### config.mk
export PLATFORM = sky130hd
export DESIGN_NAME = sram_march_bist_flat
export DESIGN_NICKNAME = d
export VERILOG_FILES = /design/src/rtl/sram_march_bist_if.sv /design/src/rtl/sram_march_bist.sv /design/src/flat_wrapper.sv
export SDC_FILE = /design/constraint.sdc
export NUM_CORES = 1
export LEC_CHECK = 0
export CAP_MARGIN = 20
export CORE_ASPECT_RATIO = 0.9
export CORE_UTILIZATION = 30
export DETAILED_ROUTE_END_ITERATION = 8
export PLACE_DENSITY = 0.53
export SLEW_MARGIN = 20
export SYNTH_ARGS = -nofsm -noshare
export SYNTH_HDL_FRONTEND = slang
export SYNTH_SLANG_ARGS = --single-unit
### constraint.sdc
create_clock -name clk0 -period 2.95 [get_ports clk0]
set_clock_uncertainty 0.2 [all_clocks]
set_input_delay 0.295 -clock clk0 [delete_from_list [all_inputs] [get_ports clk0]]
set_output_delay 0.295 -clock clk0 [all_outputs]
set_load 0.01 [all_outputs]
### src/rtl/sram_march_bist_if.sv
// sram_march_bist_if: single-port SRAM bus between the BIST controller and the macro.
interface sram_march_bist_if #(
    parameter int ADDR_WIDTH = 4,
    parameter int DATA_WIDTH = 2
) ();
    logic                  csb0;
    logic                  web0;
    logic [ADDR_WIDTH-1:0] addr0;
    logic [DATA_WIDTH-1:0] din0;
    logic [DATA_WIDTH-1:0] dout0;

    modport master (output csb0, web0, addr0, din0, input dout0);
    modport slave  (input csb0, web0, addr0, din0, output dout0);
endinterface

### src/rtl/sram_march_bist.sv
// sram_march_bist: March C- self-test controller for one 1rw SRAM port with first-failure capture.
module sram_march_bist #(
    parameter int ADDR_WIDTH   = 4,
    parameter int DATA_WIDTH   = 2,
    parameter int READ_LATENCY = 1
) (
    input  logic                  clk0,
    input  logic                  rst0,
    input  logic                  start,
    output logic                  busy,
    output logic                  done,
    output logic                  fail,
    output logic [2:0]            fail_elem,
    output logic [ADDR_WIDTH-1:0] fail_addr,
    output logic [DATA_WIDTH-1:0] fail_exp,
    output logic [DATA_WIDTH-1:0] fail_got,
    sram_march_bist_if.master     bus
);
    localparam int RL = READ_LATENCY;
    localparam logic [ADDR_WIDTH-1:0] A_ONE = 1;

    typedef enum logic [1:0] {IDLE, RUN, DRAIN, DONE} state_t;
    state_t state;

    logic [2:0]            elem, n_elem;
    logic [ADDR_WIDTH-1:0] addr, n_addr;
    logic                  ph, n_ph;
    logic                  single, down, n_down, last_addr, addr_done, last_op, n_rd, mism, pend;
    logic [DATA_WIDTH-1:0] n_din, n_exp;

    logic                  pv  [RL+1];
    logic [2:0]            pel [RL+1];
    logic [ADDR_WIDTH-1:0] pa  [RL+1];
    logic [DATA_WIDTH-1:0] px  [RL+1];

    // elem/addr/ph describe the op currently on the bus; n_* is the op after it
    always_comb begin
        single    = elem == 3'd0 || elem == 3'd5;
        down      = elem == 3'd3 || elem == 3'd4;
        last_addr = down ? addr == '0 : addr == '1;
        addr_done = single || ph;
        last_op   = elem == 3'd5 && last_addr;
        n_ph      = !addr_done;
        n_elem    = addr_done && last_addr ? elem + 3'd1 : elem;
        n_down    = n_elem == 3'd3 || n_elem == 3'd4;
        n_addr    = !addr_done ? addr : last_addr ? {ADDR_WIDTH{n_down}} :
                    down ? addr - A_ONE : addr + A_ONE;
        n_rd      = n_elem != 3'd0 && !n_ph;
        n_din     = {DATA_WIDTH{n_elem == 3'd1 || n_elem == 3'd3}};
        n_exp     = {DATA_WIDTH{n_elem == 3'd2 || n_elem == 3'd4}};
        mism      = (state == RUN || state == DRAIN) && pv[RL] && (bus.dout0 !== px[RL]);
        pend      = 1'b0;
        for (int i = 0; i < RL; i++) pend = pend | pv[i];
    end

    always_ff @(posedge clk0) begin
        if (rst0) begin
            state     <= IDLE;
            busy      <= 1'b0;
            done      <= 1'b0;
            fail      <= 1'b0;
            fail_elem <= '0;
            fail_addr <= '0;
            fail_exp  <= '0;
            fail_got  <= '0;
            elem      <= '0;
            addr      <= '0;
            ph        <= 1'b0;
            bus.csb0  <= 1'b1;
            bus.web0  <= 1'b1;
            bus.addr0 <= '0;
            bus.din0  <= '0;
            for (int i = 0; i <= RL; i++) begin
                pv[i]  <= 1'b0;
                pel[i] <= '0;
                pa[i]  <= '0;
                px[i]  <= '0;
            end
        end else begin
            for (int i = RL; i > 0; i--) begin
                pv[i]  <= pv[i-1];
                pel[i] <= pel[i-1];
                pa[i]  <= pa[i-1];
                px[i]  <= px[i-1];
            end
            pv[0] <= 1'b0;
            case (state)
                IDLE, DONE: if (start) begin
                    state     <= RUN;
                    busy      <= 1'b1;
                    done      <= 1'b0;
                    fail      <= 1'b0;
                    fail_elem <= '0;
                    fail_addr <= '0;
                    fail_exp  <= '0;
                    fail_got  <= '0;
                    elem      <= '0;
                    addr      <= '0;
                    ph        <= 1'b0;
                    bus.csb0  <= 1'b0;
                    bus.web0  <= 1'b0;
                    bus.addr0 <= '0;
                    bus.din0  <= '0;
                    for (int i = 0; i <= RL; i++) pv[i] <= 1'b0;
                end
                RUN, DRAIN: if (mism) begin
                    state     <= DONE;
                    fail      <= 1'b1;
                    done      <= 1'b1;
                    busy      <= 1'b0;
                    bus.csb0  <= 1'b1;
                    bus.web0  <= 1'b1;
                    fail_elem <= pel[RL];
                    fail_addr <= pa[RL];
                    fail_exp  <= px[RL];
                    fail_got  <= bus.dout0;
                    for (int i = 0; i <= RL; i++) pv[i] <= 1'b0;
                end else if (state == DRAIN) begin
                    if (!pend) begin
                        state <= DONE;
                        done  <= 1'b1;
                        busy  <= 1'b0;
                    end
                end else if (last_op) begin
                    state    <= DRAIN;
                    bus.csb0 <= 1'b1;
                    bus.web0 <= 1'b1;
                end else begin
                    elem      <= n_elem;
                    addr      <= n_addr;
                    ph        <= n_ph;
                    bus.web0  <= n_rd;
                    bus.addr0 <= n_addr;
                    bus.din0  <= n_din;
                    pv[0]     <= n_rd;
                    pel[0]    <= n_elem;
                    pa[0]     <= n_addr;
                    px[0]     <= n_exp;
                end
            endcase
        end
    end
endmodule
### src/flat_wrapper.sv
// flat-port wrapper written by rule: the top's interface ports become plain ports
module sram_march_bist_flat 
#(
    parameter int ADDR_WIDTH   = 4,
    parameter int DATA_WIDTH   = 2,
    parameter int READ_LATENCY = 1
)
  (clk0, rst0, start, busy, done, fail, fail_elem, fail_addr, fail_exp, fail_got, bus_csb0, bus_web0, bus_addr0, bus_din0, bus_dout0);
  sram_march_bist_if #(.ADDR_WIDTH(ADDR_WIDTH), .DATA_WIDTH(DATA_WIDTH)) bus_i ();
  input  logic clk0;
  input  logic rst0;
  input  logic start;
  output logic busy;
  output logic done;
  output logic fail;
  output logic [2:0] fail_elem;
  output logic [ADDR_WIDTH-1:0] fail_addr;
  output logic [DATA_WIDTH-1:0] fail_exp;
  output logic [DATA_WIDTH-1:0] fail_got;
  output wire logic [$bits(bus_i.csb0)-1:0] bus_csb0;
  output wire logic [$bits(bus_i.web0)-1:0] bus_web0;
  output wire logic [$bits(bus_i.addr0)-1:0] bus_addr0;
  output wire logic [$bits(bus_i.din0)-1:0] bus_din0;
  input wire logic [$bits(bus_i.dout0)-1:0] bus_dout0;
  assign bus_csb0 = bus_i.csb0;
  assign bus_web0 = bus_i.web0;
  assign bus_addr0 = bus_i.addr0;
  assign bus_din0 = bus_i.din0;
  assign bus_i.dout0 = bus_dout0;
  sram_march_bist #(.ADDR_WIDTH(ADDR_WIDTH), .DATA_WIDTH(DATA_WIDTH), .READ_LATENCY(READ_LATENCY)) u_core (.clk0(clk0), .rst0(rst0), .start(start), .busy(busy), .done(done), .fail(fail), .fail_elem(fail_elem), .fail_addr(fail_addr), .fail_exp(fail_exp), .fail_got(fail_got), .bus(bus_i));
endmodule
======== Word-level counts from Yosys, hierarchy flattened ========
Memories as Yosys holds them, arrays and structs flattened.
Cells that the tools add are included.
storage, ports and cells
  word-level logic and storage cells ...... 170
  output and inout bits ................... 22
  input port bits ......................... 5
  register bits ........................... 28
  bits in writable memories ............... 20
  memories ................................ 4
cells by class
  muxes and demuxes ....................... 88
  $add $sub $neg .......................... 3
  equality and inequality tests ........... 23
  reductions and logical operators ........ 25
  bitwise logic cells ..................... 13
memories
  name        depth  bits a word  rd ports  clocked after Yosys merged registers in  write ports  RTL line               source
  u_core.pa   2      4            2         0                                        2            sram_march_bist.sv:33  logic [ADDR_WIDTH-1:0] pa [RL+1];
  u_core.pel  2      3            2         0                                        2            sram_march_bist.sv:32  logic [2:0] pel [RL+1];
  u_core.px   2      2            2         0                                        2            sram_march_bist.sv:34  logic [DATA_WIDTH-1:0] px [RL+1];
  u_core.pv   2      1            2         0                                        2            sram_march_bist.sv:31  logic pv [RL+1];
operators with widths
  cell                                                                      count
  1-bit 2-to-1 mux                                                          43
  4-bit 2-to-1 mux                                                          10
  2-bit 2-to-1 mux                                                          13
  3-bit 2-to-1 mux                                                          8
  2-bit case mux with 2 select lines                                        4
  4-bit case mux with 2 select lines                                        2
  1-bit bitwise OR                                                          13
  1-bit case mux with 2 select lines                                        6
  3-bit case mux with 2 select lines                                        2
  3-bit by 2-bit equality test with 1-bit output (second input constant)    3
  3-bit equality test (second input constant)                               3
  3-bit AND reduction                                                       3
  2-bit inequality test (second input constant)                             4
  1-bit logical OR                                                          7
  3-bit by 1-bit inequality test with 1-bit output (second input constant)  2
  3-bit by 2-bit inequality test with 1-bit output (second input constant)  2
  1-bit logical AND                                                         5
  4-bit by 1-bit adder with 4-bit output (second input constant)            1
  2-bit equality test (second input constant)                               2
  4-bit equality test (second input constant)                               1
  4-bit logical NOT                                                         1
  4-bit by 1-bit inequality test with 1-bit output (second input constant)  1
  4-bit by 3-bit inequality test with 1-bit output (second input constant)  1
  2-bit AND reduction                                                       2
  12 further kinds                                                          13

======== Longest topological paths before layout ========
  depth in word-level cells ............... 13
  mapped depth ............................ 10
  gate-level depth less buffers ........... 10

======== Worst setup path after synthesis ========
OpenSTA, ideal clock, no wires.
  kind .................................... reg2reg
  from .................................... register u_core.elem[0]
  to ...................................... memory u_core.pa[0][3] (data pin)
  required time ........................... 2.492 ns
  setup slack ............................. 0.272 ns
  arrival time ............................ 2.220 ns
  setup time .............................. 0.258 ns
  stages on the path, launching flop included .. 10
  cell sequence ........................... dfxtp_1 inv_1 ha_1 mux2_2 ha_1 a21o_1 a21oi_1 xor2_1 mux2i_1 o221a_2
RTL lines
  element                   RTL line                source
  start: declaration        sram_march_bist.sv:25   logic [2:0] elem, n_elem;
  start signal: assignment  sram_march_bist.sv:129  elem <= n_elem;
  end: declaration          sram_march_bist.sv:33

==> results by group <==
Run status
  • Run status: finished, final reports clean

Layout
  • Leading cell type in the layout, fill and taps excluded: sky130_fd_sc_hd__dfxtp_1
  • Top library cells by usage in the layout, fill and taps aside: sky130_fd_sc_hd__dfxtp_1, sky130_fd_sc_hd__clkdlybuf4s50_1, sky130_fd_sc_hd__nand2_1
  • # fillers: 739
  • Diodes inserted: 0
  • Fraction of layout instances using a drive strength above 1: 13.7%
  • Net count reported at finish: 274
  • Final Util: 38.8%
  • Final design area excluding fillers: 2760 sq um
  • Area added between synthesis and finish: 24.7%

Detailed routing
  • Detailed-route wire length per cell: 13.2 um
  • Final wirelength: 4680 um
  • Remaining routing DRC violations: 0
  • Violation count after the first detailed-route iteration: 66
  • Detailed Routing Iterations Pass 1: 4
  • Post-route ant nets: 0
  • Via density: 4.96
  • Count of vias placed by the detailed router: 1762

Global routing
  • Global-route usage over all layers: 12.8%
  • Global route total overflow: 0
  • Antenna violations before repair: 0
  • First-pass GRT wire length: 7770 um
  • Largest net degree at the start of global routing: 17
  • Vias in the first global route: 1533

Clock network
  • Number of buffers on the longest clock path: 2
  • Master cell of the clock root buffer: sky130_fd_sc_hd__clkbuf_8
  • Clock tree sinks: 44
  • TritonCTS clock tree: yes
  • Clock input transition at the sequential cells of the worst setup and hold paths: 90 ps
  • H-Tree Depth: 2
  • Insertion delay of the later-clocked pin in the worst-skew pair: 300 ps
  • TritonCTS Buffers: 5

Synth
  • EDFF count, synth: 16
  • Warnings from Yosys: 0
  • Top_reg_cell synth: sky130_fd_sc_hd__dfxtp_1
  • Number of register bits inferred by synthesis: 44
  • Average cell area after synthesis: 10.2 sq um
  • Synth unique cells: 54
  • Ys async rst share: 0%
  • Share of synthesized area occupied by flip-flops and latches: 47.0%
  • Cell area after technology mapping: 2210 sq um
  • Count of mapped cells out of synthesis: 218
  • Synth top area cells: sky130_fd_sc_hd__dfxtp_1, sky130_fd_sc_hd__edfxtp_1, sky130_fd_sc_hd__a22o_1
  • Cell accounting for the most synthesized area: sky130_fd_sc_hd__dfxtp_1
  • Fraction of post-synthesis cell area in the top cell type by area: 25.3%

Floorplan
  • Die Y: 83.5 um
  • Std-Cell Rows: 29
  • Die X-Extent: 92.5 um
  • Core box area: 7110 sq um
  • I/O pins: 27
  • Die outline area: 7730 sq um
  • Starting density of the core: 31.1%

STA
  • Top achievable clock speed: 0.363 GHz
  • Slew @ Worst Pin: 523 ps
  • Endpoints failing setup: 0
  • Tightest slew margin relative to the limit: 65.1%
  • Final hold violation count: 0
  • Final Max Tran Viols: 0
  • Setup repair after global routing missed its margin: no
  • Least setup slack across all paths after layout: 194 ps
  • Worst hold margin: 260 ps
  • Time the final worst path needs with I/O delays and setup: 2760 ps
  • Final worst path period share: 93.4%
  • Summed negative setup slack over all endpoints: 0 ps

Critical path
  • Required arrival time at the worst endpoint: 2810 ps
  • Launching element type of the critical path: flip-flop
  • Path type of the worst setup path: flip-flop to flip-flop
  • Crit path launch: u_core.elem[1]
  • Crit Reg-Reg Startpoint: u_core.elem[1]
  • Worst-path fanout max: 7
  • Data arrival, critical path: 2620 ps
  • Crit path capture type: flip-flop

Hold path
  • Hold_sp: u_core.fail
  • Worst min-delay path class: flip-flop to flip-flop

Power and ir drop
  • Worst supply voltage drop on vdd: 235 uV
  • Power density over cell area: 675 nW/um^2
  • Leakage component of the power: 1.08 nW

Place
  • Post-Place Setup Slack: 169 ps
  • Estimated wirelength of the detail-placed design: 3500 um
  • Number of port buffers: 26
  • Final weighted congestion in routability-driven placement: 0.873
  • Post-place instance area: 2640 sq um

Run
  • Reported max-cap violation count: 0
-- sequential cells by signal (all words and copies together), names as in the netlist, 2 cells and up --
| signal | cells |
|---|---|
| u_core.fail_elem | 3 |
| u_core.px | 2 |
| u_core.fail_got | 2 |
| u_core.pv | 2 |
| u_core.elem | 3 |
| u_core.addr | 4 |
| u_core.fail_addr | 4 |
| u_core.pel | 6 |
| u_core.pa | 8 |
| u_core.state | 2 |
-- synth_stat cells (2+ instances only) --
cell and count:
sky130_fd_sc_hd__dfxtp_1 28, sky130_fd_sc_hd__nand2_1 20, sky130_fd_sc_hd__nor2_1 18, sky130_fd_sc_hd__edfxtp_1 16, sky130_fd_sc_hd__a22o_1 12, sky130_fd_sc_hd__nor2b_1 12
sky130_fd_sc_hd__a21oi_1 10, sky130_fd_sc_hd__o21ai_0 10, sky130_fd_sc_hd__inv_1 8, sky130_fd_sc_hd__ha_1 7, sky130_fd_sc_hd__nor3_1 6, sky130_fd_sc_hd__a32oi_1 4
sky130_fd_sc_hd__and2_1 4, sky130_fd_sc_hd__clkbuf_1 4, sky130_fd_sc_hd__mux2i_1 4, sky130_fd_sc_hd__nand3_1 4, sky130_fd_sc_hd__o221a_2 4, sky130_fd_sc_hd__buf_4 3
sky130_fd_sc_hd__a21o_1 2, sky130_fd_sc_hd__a311oi_1 2, sky130_fd_sc_hd__and3_1 2, sky130_fd_sc_hd__clkbuf_8 2, sky130_fd_sc_hd__nand4b_1 2, sky130_fd_sc_hd__o221ai_1 2
sky130_fd_sc_hd__or3_1 2, sky130_fd_sc_hd__xnor2_1 2
-- critical path, stage by stage (launching register included) --
cell	delay (ps)
sky130_fd_sc_hd__dfxtp_1	440
sky130_fd_sc_hd__inv_1	150
sky130_fd_sc_hd__ha_1	210
sky130_fd_sc_hd__mux2_2	350
sky130_fd_sc_hd__ha_1	290
sky130_fd_sc_hd__a21o_1	180
sky130_fd_sc_hd__a21oi_1	160
sky130_fd_sc_hd__xor2_1	190
sky130_fd_sc_hd__mux2i_1	110
sky130_fd_sc_hd__o221a_2	230
-- final cells by class --
cell class              instances  area (sq um)  share of cell area (%)
multi-input cells             162          1090                    39.5
flip-flops and latches         44          1040                    37.8
repair buffers                 40           365                    13.2
well taps                      93           116                    4.22
clock buffers                   5          68.8                    2.49
clock inverters                 3          47.5                    1.72
inverters                       8          30.0                    1.09
-- path summary, 6_finish.rpt --
check	to	cells past startpoint	slack, ps
max reg2reg	u_core.pa[0][3]	9	190
max	u_core.pa[0][3]	9	190
min reg2reg	u_core.fail	2	260
min	u_core.fail	2	260
-- routing by layer --
metal	GRT usage (%)	up-vias	wire length (um)
met2	17.7	36	1950
met4	5.11	0	66
met5	0	-	0
met1	19.1	828	2490
met3	2.82	7	168
li1	-	891	-
-- kinds of logic (layout without fill, tap and decap cells) --
family	count (synthesis)	count (layout)	share of synthesized area (%)
fa+ha+maj	8	8	4.86
simple gates	81	81	19.4
flops	44	44	47.0
mux	5	5	2.32
buf+inv	19	56	5.03
xor+xnor	3	3	1.19
compound gates	57	57	20.0
other cells	1	8	0.169
-- timing repair --
item	CTS	global route
hold buffers	0	0
setup endpoints to repair	0	2
setup buffers	0	0
resized for setup	0	2
-- where the power goes --
part / total, W / internal, W / switching, W
Clock: 0.000481 / 0.000255 / 0.000226
Sequential: 0.000792 / 0.000740 / 0.0000518
Combinational: 0.000590 / 0.000277 / 0.000313
-- per-stage QoR --
step / instances / power, W
after floorplan: 225 / 0.00118
after global placement: 347 / 0.00140
after detailed placement: 347 / 0.00140
after CTS: 355 / 0.00188
after global routing: 355 / 0.00198
final: 355 / 0.00186
Power figures use the tool's default switching activity.
==> patch 1, RTL diff (same flow settings) <==
`READ_LATENCY` is set to 1 in 2 places; all go to 2.
--- a/src/rtl/sram_march_bist.sv
+++ b/src/rtl/sram_march_bist.sv
@@ -2,7 +2,7 @@
 module sram_march_bist #(
     parameter int ADDR_WIDTH   = 4,
     parameter int DATA_WIDTH   = 2,
-    parameter int READ_LATENCY = 1
+    parameter int READ_LATENCY = 2
 ) (
     input  logic                  clk0,
     input  logic                  rst0,
--- a/src/flat_wrapper.sv
+++ b/src/flat_wrapper.sv
@@ -3,7 +3,7 @@
 #(
     parameter int ADDR_WIDTH   = 4,
     parameter int DATA_WIDTH   = 2,
-    parameter int READ_LATENCY = 1
+    parameter int READ_LATENCY = 2
 )
   (clk0, rst0, start, busy, done, fail, fail_elem, fail_addr, fail_exp, fail_got, bus_csb0, bus_web0, bus_addr0, bus_din0, bus_dout0);
   sram_march_bist_if #(.ADDR_WIDTH(ADDR_WIDTH), .DATA_WIDTH(DATA_WIDTH)) bus_i ();
Check against the original RTL: no difference found for any inputs over 10 cycles, from zero or initial values and one cycle with rst0 high; that may be too few to reach the edited logic, so the function may still have changed.
==> patch 1 against the unedited design <==
- synthesized area increased by 19%
- setup slack got worse by 0.062 ns
- design area increased by 18%
- critical path type unchanged
- sequential share of layout area increased by 3.3 points
- wire length increased by 11%
- critical endpoint unchanged
- highest routed layer unchanged
- sequential cell count increased by 9
- worst hold slack improved by 0.0048 ns
- total power increased by 8.1%
- largest power group unchanged
==> patch 1: results (changes against the unedited design) <==
[metrics] Synth Area in XOR/XNOR: 0.996% (was 1.19%)
[metrics] number of flops mapped to enable cells by yosys: 27 (was 16)
[metrics] largest stage delay on the critical path: 0.39 ns (was 0.44 ns)
[metrics] number of non-filler instances in the completed layout: 419 (was 355)
[metrics] number of fillers in the final layout: 888 (was 739)
[metrics] HPWL after DPL: 3720 um (was 3500 um)
[metrics] adder-cell share of the synthesized area: 4.08% (was 4.86%)
[metrics] global placer's final weighted congestion: 0.857 (was 0.873)
[metrics] sequential-to-total area share from yosys stat: 50.5% (was 47.0%)
[metrics] Leak Pwr: 1.24 nW (was 1.08 nW)
[metrics] met3 demand-to-capacity share in global routing: 3.23% (was 2.82%)
[metrics] registers with the most flip-flops: u_core.pa: 12 flops, u_core.pel: 9 flops (was u_core.pa: 8 flops, u_core.pel: 6 flops)
[metrics] global-route wire length before repair: 8990 um (was 7770 um)
[metrics] number of different library cells in the post-synthesis netlist: 59 (was 54)
[metrics] Worst VDD drop: 215 uV (was 235 uV)
[metrics] detailed-route wire length per cell: 12.4 um (was 13.2 um)
[metrics] relative slew slack: 62.4% (was 65.1%)
[metrics] via count: 1914 (was 1762)
[metrics] global routing usage on met2: 17.6% (was 17.7%)
[metrics] multiplexer fraction of the synthesized cell area: 2.70% (was 2.32%)
[metrics] all-layer global routing usage: 12.4% (was 12.8%)
[metrics] compound-cell area share of the yosys netlist: 19.3% (was 20.0%)
[metrics] pin count of the biggest net entering global routing: 34 (was 17)
[metrics] Initial DRC Count: 96 (was 66)
[metrics] Net count, final: 312 (was 274)
[metrics] number of cells after detailed placement: 411 (was 347)
[metrics] cell family contributing the most delay on the critical path: multiplexers (was compound AO/OA/AOI/OAI gates)
[metrics] dominant cells by area after synthesis: edfxtp_1, dfxtp_1, nor2b_1, a22o_1, ha_1 (was dfxtp_1, edfxtp_1, a22o_1, ha_1, nand2_1)
[metrics] top cells by instance count after synthesis: edfxtp_1, dfxtp_1, nor2b_1, nor2_1, a21oi_1 (was dfxtp_1, nand2_1, nor2_1, edfxtp_1)
[metrics] result of the run: finished, final reports clean (unchanged)
patch 1: cell count changes in the layout (fill, tap and decap cells not counted), moves of 3 or more:
| cell | unedited run | this run |
|---|---|---|
| o221a_2 | 4 | 0 |
| o21a_1 | 0 | 3 |
| edfxtp_1 | 16 | 27 |
| inv_1 | 8 | 11 |
| a32oi_1 | 4 | 1 |
| nand2_1 | 20 | 13 |
| nor2b_1 | 12 | 21 |
| conb_1 | 8 | 19 |
| o21ai_0 | 10 | 6 |
| mux2i_1 | 4 | 1 |
| a21oi_1 | 10 | 17 |
patch 1: power by group through the flow:
stage | clock network (mW) | registers [mW] | logic [mW]
final | 0.425 | 0.979 | 0.610
after global routing | 0.472 | 0.997 | 0.680
after CTS | 0.450 | 0.980 | 0.611
after detailed placement | 0 | 0.997 | 0.610
after global placement | 0 | 0.995 | 0.604
after floorplan | 0 | 0.996 | 0.413
patch 1: worst reg2reg max path, stage by stage, from the launching register on:
cell and delay, ns:
dfxtp_2 0.39, inv_1 0.11, ha_1 0.21, mux2_4 0.27, buf_4 0.17, ha_1 0.30
a21oi_1 0.19, xor2_1 0.17, mux2_2 0.37, o221a_1 0.20
patch 1: path summary, 6_finish.rpt:
kind,end,startpoint,slack [ns],depth (start not counted)
min,u_core.fail_addr[3],u_core.pa[0][11],0.26,1
max,u_core.pa[0][3],u_core.elem[1],0.13,9
max reg2reg,u_core.pa[0][3],u_core.elem[1],0.13,9
min reg2reg,u_core.fail_addr[3],u_core.pa[0][11],0.26,1
patch 1: through the flow:
stage	setup slack, ns	hold slack [ns]	utilization (%)	instance area, sq um
6_report	0.132	0.264	37.9	3250
3_5_place_dp	0.0810	0.243	36.8	3150
2_1_floorplan	0.0240	0.221	-	2710
5_1_grt	0.0176	0.286	37.9	3250
4_1_cts	0.0640	0.268	37.9	3250
3_3_place_gp	0.124	0.238	36.8	3150
patch 1: final cells by class:
cell class	instances	area share [%]
Clock buffer	5	2.12
Multi-Input combinational cell	189	39.2
Tap cell	119	4.59
Sequential cell	53	41.0
Inverter	11	1.27
Timing Repair Buffer	39	11.0
Clock inverter	3	0.771
patch 1: timing repair:
action / in CTS / in global routing
buffers inserted: 0 / 0
gates resized for setup: 0 / 1
hold buffers: 0 / 0
endpoints found under the setup margin: 0 / 1
patch 1: per-layer routing:
layer,part of all wire [%],vias up
met3,3.2,7
met2,40,30
met5,0,-
li1,-,992
met1,55,885
met4,1.1,0
patch 1: logic make-up (layout without fill, tap and decap cells):
| kind of cell | count (synthesis) | after routing |
|---|---|---|
| AO/OA/AOI/OAI | 67 | 67 |
| XOR/XNOR | 3 | 3 |
| adder cells (fa/ha/maj) | 8 | 8 |
| flip-flops | 53 | 53 |
| other | 1 | 19 |
| multiplexers | 6 | 6 |
| AND/OR/NAND/NOR | 86 | 86 |
| buffers and inverters | 24 | 58 |
==> patch 2, RTL diff (same settings) <==
Without the edit above. Encoding of `state_t`: now one-hot (4 bits for 4 states).
--- a/src/rtl/sram_march_bist.sv
+++ b/src/rtl/sram_march_bist.sv
@@ -19,7 +19,7 @@
     localparam int RL = READ_LATENCY;
     localparam logic [ADDR_WIDTH-1:0] A_ONE = 1;
 
-    typedef enum logic [1:0] {IDLE, RUN, DRAIN, DONE} state_t;
+    typedef enum logic [3:0] {IDLE = 4'b0001, RUN = 4'b0010, DRAIN = 4'b0100, DONE = 4'b1000} state_t;
     state_t state;
 
     logic [2:0]            elem, n_elem;
Behaviour: no difference found for any inputs over 10 cycles, from zero or initial values and one cycle with rst0 high; not proved beyond that.
==> patch 2 against the unedited design <==
- sequential share of layout area shrank 0.51 points
- critical endpoint unchanged
- wire length up 8.6%
- total power down 15%
- largest power group unchanged
- via count up 6.6%
- setup slack got worse by 0.038 ns
- global-route usage is 0.52 points higher
- synthesized area is 6.2% higher
- highest routed layer unchanged
- worst hold slack lost 0.0034 ns
- cell count grew 8.5%
- sequential cell count grew 2
- first-iteration DRC count rose by 3.0%
- fmax decreased by 1.4%
- design area is 5.3% higher
==> patch 2: results (changes against the unedited design) <==
[metrics] result of the run: finished, final reports clean (unchanged)
[metrics] all-layer global routing usage: 13.3% (was 12.8%)
[metrics] number of flops mapped to enable cells by yosys: 16 (unchanged)
[metrics] compound-cell area share of the yosys netlist: 17.0% (was 20.0%)
[metrics] vias in the first global route: 1755 (was 1533)
[metrics] number of vias per cell after detailed routing: 4.88 (was 4.96)
[metrics] peak fanout along the critical path: 9 (was 7)
[metrics] Hold Slack: 0.256 ns (was 0.260 ns)
[metrics] Final period util: 94.7% (was 93.4%)
[metrics] number of cell instances on the worst register-to-register path: 6 (was 9)
[metrics] Critical Path Source: u_core.addr[0] (was u_core.elem[1])
[metrics] multiplexer fraction of the synthesized cell area: 4.85% (was 2.32%)
[metrics] initial antenna violation count: 0 (unchanged)
[metrics] clock latency reported for the late side of the worst-skew pair: between 0.3 and 0.4 ns
[metrics] Initial DRC Count: 68 (was 66)
[metrics] Leak Pwr: 1.06 nW (was 1.08 nW)
[metrics] relative slew slack: 61.9% (was 65.1%)
[metrics] global placer's final weighted congestion: 0.855 (was 0.873)
[metrics] Num CTS Buffers: 5 (unchanged)
[metrics] met1 capacity usage during global routing: 18.6% (was 19.1%)
[metrics] top cells by instance count after synthesis: dfxtp_1, nand2_1, a21oi_1, nor2_1, nand3_1 (was dfxtp_1, nand2_1, nor2_1, edfxtp_1)
[metrics] pre-CTS setup slack: 0.122 ns (was 0.169 ns)
[metrics] Worst EP arrival: 2.73 ns (was 2.62 ns)
[metrics] global-route wire length before repair: 8440 um (was 7770 um)
[metrics] HPWL after DPL: 3740 um (was 3500 um)
[metrics] Routed Wire Length: 5080 um (was 4680 um)
[metrics] share of layout cells above drive strength 1: 15.2% (was 13.7%)
[metrics] global routing usage on met2: 20.1% (was 17.7%)
[metrics] number of different library cells in the post-synthesis netlist: 60 (was 54)
[metrics] Synth Area in XOR/XNOR: 2.24% (was 1.19%)
[metrics] dominant cells by area after synthesis: dfxtp_1, edfxtp_1, a21oi_1, nand2_1, nand3_1 (was dfxtp_1, edfxtp_1, a22o_1, ha_1, nand2_1)
[metrics] pin count of the biggest net entering global routing: 22 (was 17)
[metrics] met3 demand-to-capacity share in global routing: 3.63% (was 2.82%)
[metrics] adder-cell share of the synthesized area: 3.51% (was 4.86%)
[metrics] worst reg2reg setup slack: 0.16 ns (was 0.19 ns)
[metrics] Net count, final: 299 (was 274)
[metrics] area after detailed placement: 0.00279 sq mm (was 0.00264 sq mm)
[metrics] sequential-to-total area share from yosys stat: 46.0% (was 47.0%)
==> patch 2: cell types whose count changed after synthesis, moves of 4 or more <==
cell      before  now
a21oi_1       10   22
clkbuf_1       4    8
o21ai_0       10    6
nand2_1       20   25
a22o_1        12    0
o221a_2        4    0
nand3_1        4   17
a32oi_1        4    0
==> patch 2: area by class of cell <==
| cell class | count | area (sq um) |
|---|---|---|
| repair buffers | 45 | 403 |
| flip-flops and latches | 46 | 1080 |
| multi-input cells | 183 | 1180 |
| well taps | 96 | 120 |
| fillers | 760 | 4640 |
| clock buffers | 5 | 68.8 |
| clock inverters | 3 | 22.5 |
| inverters | 7 | 26.3 |
==> patch 2: worst min path at each step <==
stage | from | endpoint | cells after the start
after floorplan | bus_dout0[0] | u_core.fail_got[0] | 2
after global placement | u_core.fail | u_core.fail | 2
after detailed placement | u_core.fail | u_core.fail | 2
after CTS | u_core.fail | u_core.fail | 2
after global routing | u_core.fail | u_core.fail | 2
final | u_core.fail | u_core.fail | 2
==> patch 2: what timing repair did <==
item	in CTS	in global routing
setup buffers	0	3
endpoints found under the setup margin	0	2
gates resized for setup	0	1
==> patch 2: cell families after synthesis <==
logic type	count (synthesis)
buf+inv	22
flops	46
mux	9
other cells	1
compound gates	58
simple gates	96
fa+ha+maj	6
xor+xnor	6
==> patch 2: metrics by stage <==
step,utilization (%),cells
2_1_floorplan,-,251
3_3_place_gp,37.0,374
3_5_place_dp,37.0,374
4_1_cts,38.2,382
5_1_grt,38.5,385
6_report,38.5,385
==> patch 2: routing by layer <==
layer	vias to the layer above	wire [um]
li1	949	-
met1	871	2550
met2	55	2170
met3	4	312
met4	0	57
met5	-	0
==> patch 2: worst max-delay path, stage by stage, from the launching register on <==
cell and delay [ns]:
dfxtp_1 0.38, or4_4 0.57, mux2_4 0.29, o32ai_4 0.46, mux2i_1 0.34, nand2b_1 0.14, a311oi_1 0.26
==> patch 2: power breakdown <==
part / switching, mW / total [mW] / leakage, nW / internal (mW)
Combinational: 0.234 / 0.414 / 0.605 / 0.180
Sequential: 0.0423 / 0.760 / 0.408 / 0.718
Clock: 0.237 / 0.408 / 0.0451 / 0.171
